--- config.mk ---
export PLATFORM = sky130hd
export DESIGN_NAME = free_list_flat
export DESIGN_NICKNAME = d
export VERILOG_FILES = /design/src/rtl/free_list_pkg.sv /design/src/rtl/free_list_if.sv /design/src/rtl/free_list.sv /design/src/flat_wrapper.sv
export SDC_FILE = /design/constraint.sdc
export NUM_CORES = 1
export LEC_CHECK = 0
export ABC_AREA = 0
export BUFFER_PORTS_ARGS = -buffer_cell sky130_fd_sc_hd__buf_4
export CORE_ASPECT_RATIO = 0.9
export CORE_MARGIN = 2
export CORE_UTILIZATION = 55
export DETAILED_ROUTE_END_ITERATION = 12
export PLACE_DENSITY = 0.76
export SLEW_MARGIN = 20
export SYNTH_ARGS = -nofsm -noshare
export SYNTH_HDL_FRONTEND = slang
export SYNTH_SLANG_ARGS = --single-unit
export TNS_END_PERCENT = 5
--- constraint.sdc ---
create_clock -name clock -period 3.7 [get_ports clock]
set_input_delay 0.185 -clock clock [delete_from_list [all_inputs] [get_ports clock]]
set_output_delay 0.185 -clock clock [all_outputs]
set_load 0.01 [all_outputs]
--- src/rtl/free_list_pkg.sv ---
// Shared sizing, bus structs and reset contents for the rename-stage free list.
package free_list_pkg;

    localparam int NUM_SUPER = 2;
    localparam int NUM_PR    = 64;
    localparam int NUM_ROB   = 8;
    localparam int NUM_FL    = NUM_PR - 32;

    localparam int PR_W  = $clog2(NUM_PR);
    localparam int ROB_W = $clog2(NUM_ROB);
    localparam int FL_W  = $clog2(NUM_FL);
    localparam int PTR_W = FL_W + 1;

    typedef logic [PR_W-1:0]  pr_idx_t;
    typedef logic [ROB_W-1:0] rob_idx_t;
    typedef logic [PTR_W-1:0] fl_ptr_t;

    typedef struct packed {
        logic [NUM_SUPER-1:0]    retire_en;
        pr_idx_t [NUM_SUPER-1:0] Told_idx;
    } ROB_FL_OUT_t;

    typedef struct packed {
        pr_idx_t [NUM_SUPER-1:0] T_idx;
    } FL_MAP_TABLE_OUT_t;

    typedef struct packed {
        pr_idx_t [NUM_SUPER-1:0] T_idx;
    } FL_ROB_OUT_t;

    // Architectural registers own tags 0..31, so the free pool starts at 32.
    function automatic pr_idx_t FL_RESET(input int unsigned i);
        return pr_idx_t'(32 + i);
    endfunction

endpackage

--- src/rtl/free_list_if.sv ---
// Rename-stage bundle between dispatch/ROB control and the free list.
interface free_list_if;
    import free_list_pkg::*;

    logic              en;
    logic              dispatch_en;
    logic              rollback_en;
    rob_idx_t          ROB_rollback_idx;
    rob_idx_t [NUM_SUPER-1:0] ROB_idx;
    ROB_FL_OUT_t       ROB_FL_out;
    FL_MAP_TABLE_OUT_t FL_Map_Table_out;
    FL_ROB_OUT_t       FL_ROB_out;
    logic              FL_valid;
    fl_ptr_t           head;
    fl_ptr_t           tail;

    modport master (
        output en, dispatch_en, rollback_en, ROB_rollback_idx, ROB_idx, ROB_FL_out,
        input  FL_Map_Table_out, FL_ROB_out, FL_valid, head, tail
    );

    modport slave (
        input  en, dispatch_en, rollback_en, ROB_rollback_idx, ROB_idx, ROB_FL_out,
        output FL_Map_Table_out, FL_ROB_out, FL_valid, head, tail
    );

endinterface

--- src/rtl/free_list.sv ---
// Circular free list of physical register tags with per-ROB-entry head snapshots
// for branch rollback; head/tail carry a wrap bit to tell full from empty.
module free_list
    import free_list_pkg::*;
(
    input  logic       clock,
    input  logic       reset,
    free_list_if.slave fl
);

    pr_idx_t fl_q [NUM_FL];
    pr_idx_t fl_d [NUM_FL];
    fl_ptr_t bk_q [NUM_ROB];
    fl_ptr_t bk_d [NUM_ROB];
    fl_ptr_t head_q, head_d;
    fl_ptr_t tail_q, tail_d;
    fl_ptr_t count, count_d, n_ret;
    logic    fl_valid, dispatch_ok;
    logic [FL_W-1:0] wr_idx, rd_idx;
    pr_idx_t [NUM_SUPER-1:0] out_tags;

    always_comb begin
        count    = tail_q - head_q;
        fl_valid = (count >= fl_ptr_t'(NUM_SUPER));
        rd_idx   = '0;
        out_tags = '0;
        for (int i = 0; i < NUM_SUPER; i++) begin
            rd_idx      = head_q[FL_W-1:0] + FL_W'(i);
            out_tags[i] = fl_q[rd_idx];
        end
    end

    // Retiring lanes are packed densely behind tail in lane order.
    always_comb begin
        fl_d   = fl_q;
        n_ret  = '0;
        wr_idx = '0;
        for (int i = 0; i < NUM_SUPER; i++) begin
            if (fl.ROB_FL_out.retire_en[i]) begin
                wr_idx       = tail_q[FL_W-1:0] + n_ret[FL_W-1:0];
                fl_d[wr_idx] = fl.ROB_FL_out.Told_idx[i];
                n_ret        = n_ret + fl_ptr_t'(1);
            end
        end
        tail_d = tail_q + n_ret;
    end

    // Snapshots hold the post-group head so they line up with the map-table backups.
    always_comb begin
        dispatch_ok = fl.dispatch_en && fl_valid && !fl.rollback_en;
        head_d      = head_q;
        bk_d        = bk_q;
        if (fl.rollback_en) begin
            head_d = bk_q[fl.ROB_rollback_idx];
        end else if (dispatch_ok) begin
            head_d = head_q + fl_ptr_t'(NUM_SUPER);
            for (int j = 0; j < NUM_SUPER; j++) begin
                bk_d[fl.ROB_idx[j]] = head_q + fl_ptr_t'(NUM_SUPER);
            end
        end
        count_d = tail_d - head_d;
    end

    always_ff @(posedge clock) begin
        if (reset) begin
            head_q <= '0;
            tail_q <= fl_ptr_t'(NUM_FL);
            for (int i = 0; i < NUM_FL; i++) begin
                fl_q[i] <= FL_RESET(i);
            end
            for (int r = 0; r < NUM_ROB; r++) begin
                bk_q[r] <= '0;
            end
        end else if (fl.en) begin
            head_q <= head_d;
            tail_q <= tail_d;
            fl_q   <= fl_d;
            bk_q   <= bk_d;
        end
    end

    always_ff @(posedge clock) begin
        if (!reset && fl.en) begin
            assert (!(fl.dispatch_en && !fl_valid && !fl.rollback_en))
                else $warning("free_list: dispatch_en with FL_valid low, group dropped");
            assert (count_d <= fl_ptr_t'(NUM_FL))
                else $warning("free_list: retire overflows the free list");
        end
    end

    assign fl.FL_valid               = fl_valid;
    assign fl.FL_Map_Table_out.T_idx = out_tags;
    assign fl.FL_ROB_out.T_idx       = out_tags;
    assign fl.head                   = head_q;
    assign fl.tail                   = tail_q;

endmodule
--- src/flat_wrapper.sv ---
// flat-port wrapper written by rule: the top's interface ports become plain ports
module free_list_flat import free_list_pkg::*;
  (clock, reset, fl_en, fl_dispatch_en, fl_rollback_en, fl_ROB_rollback_idx, fl_ROB_idx, fl_ROB_FL_out, fl_FL_Map_Table_out, fl_FL_ROB_out, fl_FL_valid, fl_head, fl_tail);
  free_list_if fl_i ();
  input  logic clock;
  input  logic reset;
  input wire logic [$bits(fl_i.en)-1:0] fl_en;
  input wire logic [$bits(fl_i.dispatch_en)-1:0] fl_dispatch_en;
  input wire logic [$bits(fl_i.rollback_en)-1:0] fl_rollback_en;
  input wire logic [$bits(fl_i.ROB_rollback_idx)-1:0] fl_ROB_rollback_idx;
  input wire logic [$bits(fl_i.ROB_idx)-1:0] fl_ROB_idx;
  input wire logic [$bits(fl_i.ROB_FL_out)-1:0] fl_ROB_FL_out;
  output wire logic [$bits(fl_i.FL_Map_Table_out)-1:0] fl_FL_Map_Table_out;
  output wire logic [$bits(fl_i.FL_ROB_out)-1:0] fl_FL_ROB_out;
  output wire logic [$bits(fl_i.FL_valid)-1:0] fl_FL_valid;
  output wire logic [$bits(fl_i.head)-1:0] fl_head;
  output wire logic [$bits(fl_i.tail)-1:0] fl_tail;
  assign fl_i.en = fl_en;
  assign fl_i.dispatch_en = fl_dispatch_en;
  assign fl_i.rollback_en = fl_rollback_en;
  assign fl_i.ROB_rollback_idx = fl_ROB_rollback_idx;
  assign fl_i.ROB_idx = fl_ROB_idx;
  assign fl_i.ROB_FL_out = fl_ROB_FL_out;
  assign fl_FL_Map_Table_out = fl_i.FL_Map_Table_out;
  assign fl_FL_ROB_out = fl_i.FL_ROB_out;
  assign fl_FL_valid = fl_i.FL_valid;
  assign fl_head = fl_i.head;
  assign fl_tail = fl_i.tail;
  free_list u_core (.clock(clock), .reset(reset), .fl(fl_i));
endmodule
==> out/qor.log <==
qor: routing.via_count 15,300
qor: power_and_ir_drop.design_power_total 6.62 mW
qor: power_and_ir_drop.internal_power 4.80 mW
qor: routing.drt_pre_antenna_iters 8
qor: grt.grt_util_all_layers 0.363
qor: power_and_ir_drop.sw_frac_of_total 0.276
qor: logic_synthesis.netlist-cell-type-count 80
qor: logic_synthesis.synth_nets 1,821
qor: sta.timing.hold.ws 0.0290 ns
qor: placed_design.placement_cell_area 16,800 um^2
qor: cts.cts_sinks 252
qor: cts.clock_tree.root_cell sky130_fd_sc_hd__clkbuf_16
qor: cts.number_of_instances_resized_during_post_cts_repair 0
qor: sta.sum_of_negative_setup_slack 0 ns
qor: power_and_ir_drop.clock_power_share 0.452
qor: worst_setup_path.cpPeakStageDelay 0.57 ns
qor: die.die_area 30,900 um^2
qor: worst_setup_path.cp.arrival 3.39 ns
qor: worst_setup_path.worstPathCellList ha_4, buf_4, mux4_2, mux4_2, mux2_2, buf_4
qor: sta.final-max-slew-violation-count 0
qor: logic_synthesis.synthesis.area_per_instance 9.11 um^2
qor: hold_path.hold_path_depth 4
qor: hold_path.holdPathEnd u_core.fl.head[3]
qor: sta.hold_violations 0
qor: worst_setup_path.r2r_start u_core.fl.tail[0]
qor: sta.max_slew_margin 0.289
qor: sta.setup-violations-final 0
qor: worst_setup_path.critPathBufInv 2
qor: cells_and_area.layout-area-overhead-vs-synth 9.63%
qor: cts.number_of_hold_buffers_added_after_cts 0
qor: hold_path.timing.hold.worst.class in -> reg
qor: cts.buffers_from_clock_root_to_sink_at_most 3
qor: cts.tritoncts built
qor: cts.post-cts-setup-buffer-count 0
qor: logic_synthesis.netlist_instances 1,779
qor: sta.fmax 280 MHz
qor: grt.number_of_global_route_vias_before_repair 14,300
qor: logic_synthesis.synth_edf_count 0
qor: power_and_ir_drop.power.share.combinational 0.128
qor: sta.layout_min_cycle_time 3.57 ns
qor: cells_and_area.layout_commonest_cell sky130_fd_sc_hd__dfxtp_1
qor: routing.post_drt_wl_per_cell 26.2 um
qor: routing.route.detailed.drc 0
qor: die.core 28,900 um^2
qor: power_and_ir_drop.vdd_drop_max 0.333 mV
qor: outcome.outcome finished, final reports clean
qor: logic_synthesis.synth-main-ff-cell sky130_fd_sc_hd__dfxtp_1
qor: sta.max_clock_skew 0.0200 ns
qor: grt.grt_pass1_wl 85,900 um
qor: cells_and_area.stdcell_area 17,800 um^2
qor: placed_design.gpl.final_weighted_congestion 1.01
qor: power_and_ir_drop.power.static_leakage 5.91 nW
qor: power_and_ir_drop.power.density_cell_area 373 nW/um^2
qor: power_and_ir_drop.total_switching_power 1.83 mW
qor: logic_synthesis.synth.yosys.seq_area_share 0.311
qor: placed_design.io_buffer_count 64
qor: sta.layout_worst_path_cycle_share 0.965
qor: worst_setup_path.worstSetupPathType reg -> out
qor: worst_setup_path.crit_path_max_fanout 19
qor: worst_setup_path.worstRegToRegCells 8
qor: cells_and_area.number_of_nets_in_the_final_layout 1,780
qor: cells_and_area.num-fill-cells 2,462
qor: logic_synthesis.synth.ff_latch_count 252
qor: die.die_y 167 um
qor: cells_and_area.final_layout_size_suffix_gt1_frac 0.204
qor: grt.overflow 0
qor: power_and_ir_drop.power.share.sequential 0.420
qor: cts.clk_latency 0.57 ns
qor: cells_and_area.area.sequential 5050 um^2
qor: sta.tightestPinTransition 1.07 ns
qor: cells_and_area.multiInputGateArea 10,200 um^2
qor: grt.grt_start_max_net_pins 127
qor: worst_setup_path.worst_path_dominant_cell_family multiplexers
qor: worst_setup_path.end_kind output port
qor: worst_setup_path.r2r_setup_slack 0.36 ns
qor: hold_path.timing.hold.worst.start fl_rollback_en
qor: die.initial_core_util 0.560
qor: logic_synthesis.post_synthesis_async_set_or_reset_flop_share 0
qor: cells_and_area.final_cell_mix sky130_fd_sc_hd__dfxtp_1, sky130_fd_sc_hd__nor2_1, sky130_fd_sc_hd__nand2_1
qor: die.placement_rows 59
qor: sta.grt_setup_unrepaired false
qor: cells_and_area.num_antenna_cells 0
qor: cts.cts_htree_levels 1
qor: routing.antenna_left 0
qor: cts.total_cts_buffers 29
qor: worst_setup_path.slowest_stage sky130_fd_sc_hd__mux4_2
qor: cts.clkTransAtPathRegs 0.06 ns
qor: logic_synthesis.ys.warnings.count 0
qor: die.die_width 185 um
qor: routing.drt_iter0_markers 2,231
qor: run.timing.max_cap.violations 0
qor: die.ioPinCount 65
qor: routing.wirelength 56,600 um
qor: routing.detail_route.vias_per_cell 7.11
qor: grt.grt_antenna_before_repair 1
qor: logic_synthesis.syn_area 16,200 um^2
qor: worst_setup_path.critical_path.startpoint_type flip-flop
qor: placed_design.hpwlAfterDp 37,400 um
qor: worst_setup_path.rr_endpoint u_core.fl_q[26]
qor: worst_setup_path.worstPathRequired 3.51 ns
[cell type report]
type                    count  area share
clock inverters            10     0.00627
clock buffers              43      0.0489
inverters                  66      0.0139
repair buffers            100      0.0444
flip-flops and latches    252       0.284
well taps                 396      0.0279
multi-input cells        1289       0.574
[logic make-up after synthesis]
group                      count (synthesis)  synth area share
xor gates and xnor gates                  12           0.00649
DFF                                      252             0.311
muxes                                    244             0.238
AOI/OAI and AO/OA                        484             0.220
and+or+nand+nor                          535             0.151
buffers and inverters                    238            0.0611
adders and majority gates                 14            0.0117
[worst max path at each step]
stage | cells past startpoint | to | from
final | 6 | fl_FL_ROB_out[8] | u_core.fl.head[0]
after global routing | 6 | fl_FL_ROB_out[9] | u_core.fl.head[0]
after CTS | 6 | fl_FL_ROB_out[8] | u_core.fl.head[0]
after detailed placement | 8 | u_core.fl_q[26] | u_core.fl.tail[0]
after global placement | 8 | u_core.fl_q[26] | u_core.fl.tail[0]
after floorplan | 6 | fl_FL_ROB_out[6] | u_core.fl.head[1]
[worst register-to-register path: stages, from the launching register on]
cell                       delay (ns)
sky130_fd_sc_hd__dfxtp_1         0.52
sky130_fd_sc_hd__ha_1            0.30
sky130_fd_sc_hd__ha_1            0.34
sky130_fd_sc_hd__nor3b_1         0.08
sky130_fd_sc_hd__a31oi_1         0.28
sky130_fd_sc_hd__o22a_1          0.76
sky130_fd_sc_hd__nor2_1          0.27
sky130_fd_sc_hd__a21oi_1         0.46
sky130_fd_sc_hd__a221oi_1        0.16
[synthesized netlist by cell type (all sizes together), types with 4 or more instances]
master	count	area share
a221o	26	0.016
a21oi	117	0.037
a21boi	8	0.0044
nor2b	9	0.0035
clkbuf	126	0.029
xnor2	9	0.0049
o32a	37	0.023
a2bb2oi	17	0.0092
a221oi	43	0.023
a21o	7	0.0032
nor3	55	0.018
o211a	5	0.0031
nand2	145	0.034
mux2	35	0.024
mux4	110	0.15
o22a	33	0.018
o22ai	7	0.0031
nand3	47	0.015
a22oi	4	0.0019
nor2	211	0.052
buf	46	0.017
ha	12	0.0093
mux2i	99	0.061
dfxtp	252	0.31
o221a	8	0.0056
nor3b	10	0.0049
o221ai	9	0.0049
o31a	5	0.0027
inv	65	0.015
o31ai	20	0.0093
nand2b	4	0.0015
a21bo	6	0.0037
and2	10	0.0040
o211ai	11	0.0054
o21ai	81	0.025
or3	17	0.0066
a211oi	25	0.012
or2	9	0.0035
[routing by layer]
metal  track usage  routed length (um)  vias up
li1              -                   -     6623
met1         0.514               21900     7365
met2         0.524               23900     1154
met3         0.114                8700      181
met4         0.126                2050        0
met5             0                   0        -
[power groups by stage]
stage	sequential [mW]	combinational [mW]	clock [mW]
4_1_cts	2.78	0.813	2.99
5_1_grt	2.78	0.876	3.11
2_1_floorplan	2.83	0.530	0
3_5_place_dp	2.84	0.810	0
6_report	2.78	0.845	2.99
3_3_place_gp	2.84	0.795	0
[per-stage QoR]
step	setup WS, ns	cells	utilization
floorplan	0.813	1779	-
global placement	0.630	2103	0.580
detailed placement	0.510	2103	0.580
CTS	0.138	2156	0.614
global route	0.0276	2156	0.614
finish	0.129	2156	0.614
[flip-flops by register name, summed over array words and instances (netlist names)]
name and flops:
u_core.bk_q 48, u_core.fl.head 6, u_core.fl.tail 6, u_core.fl_q 192
No activity file was read; power rests on OpenSTA's default activity.
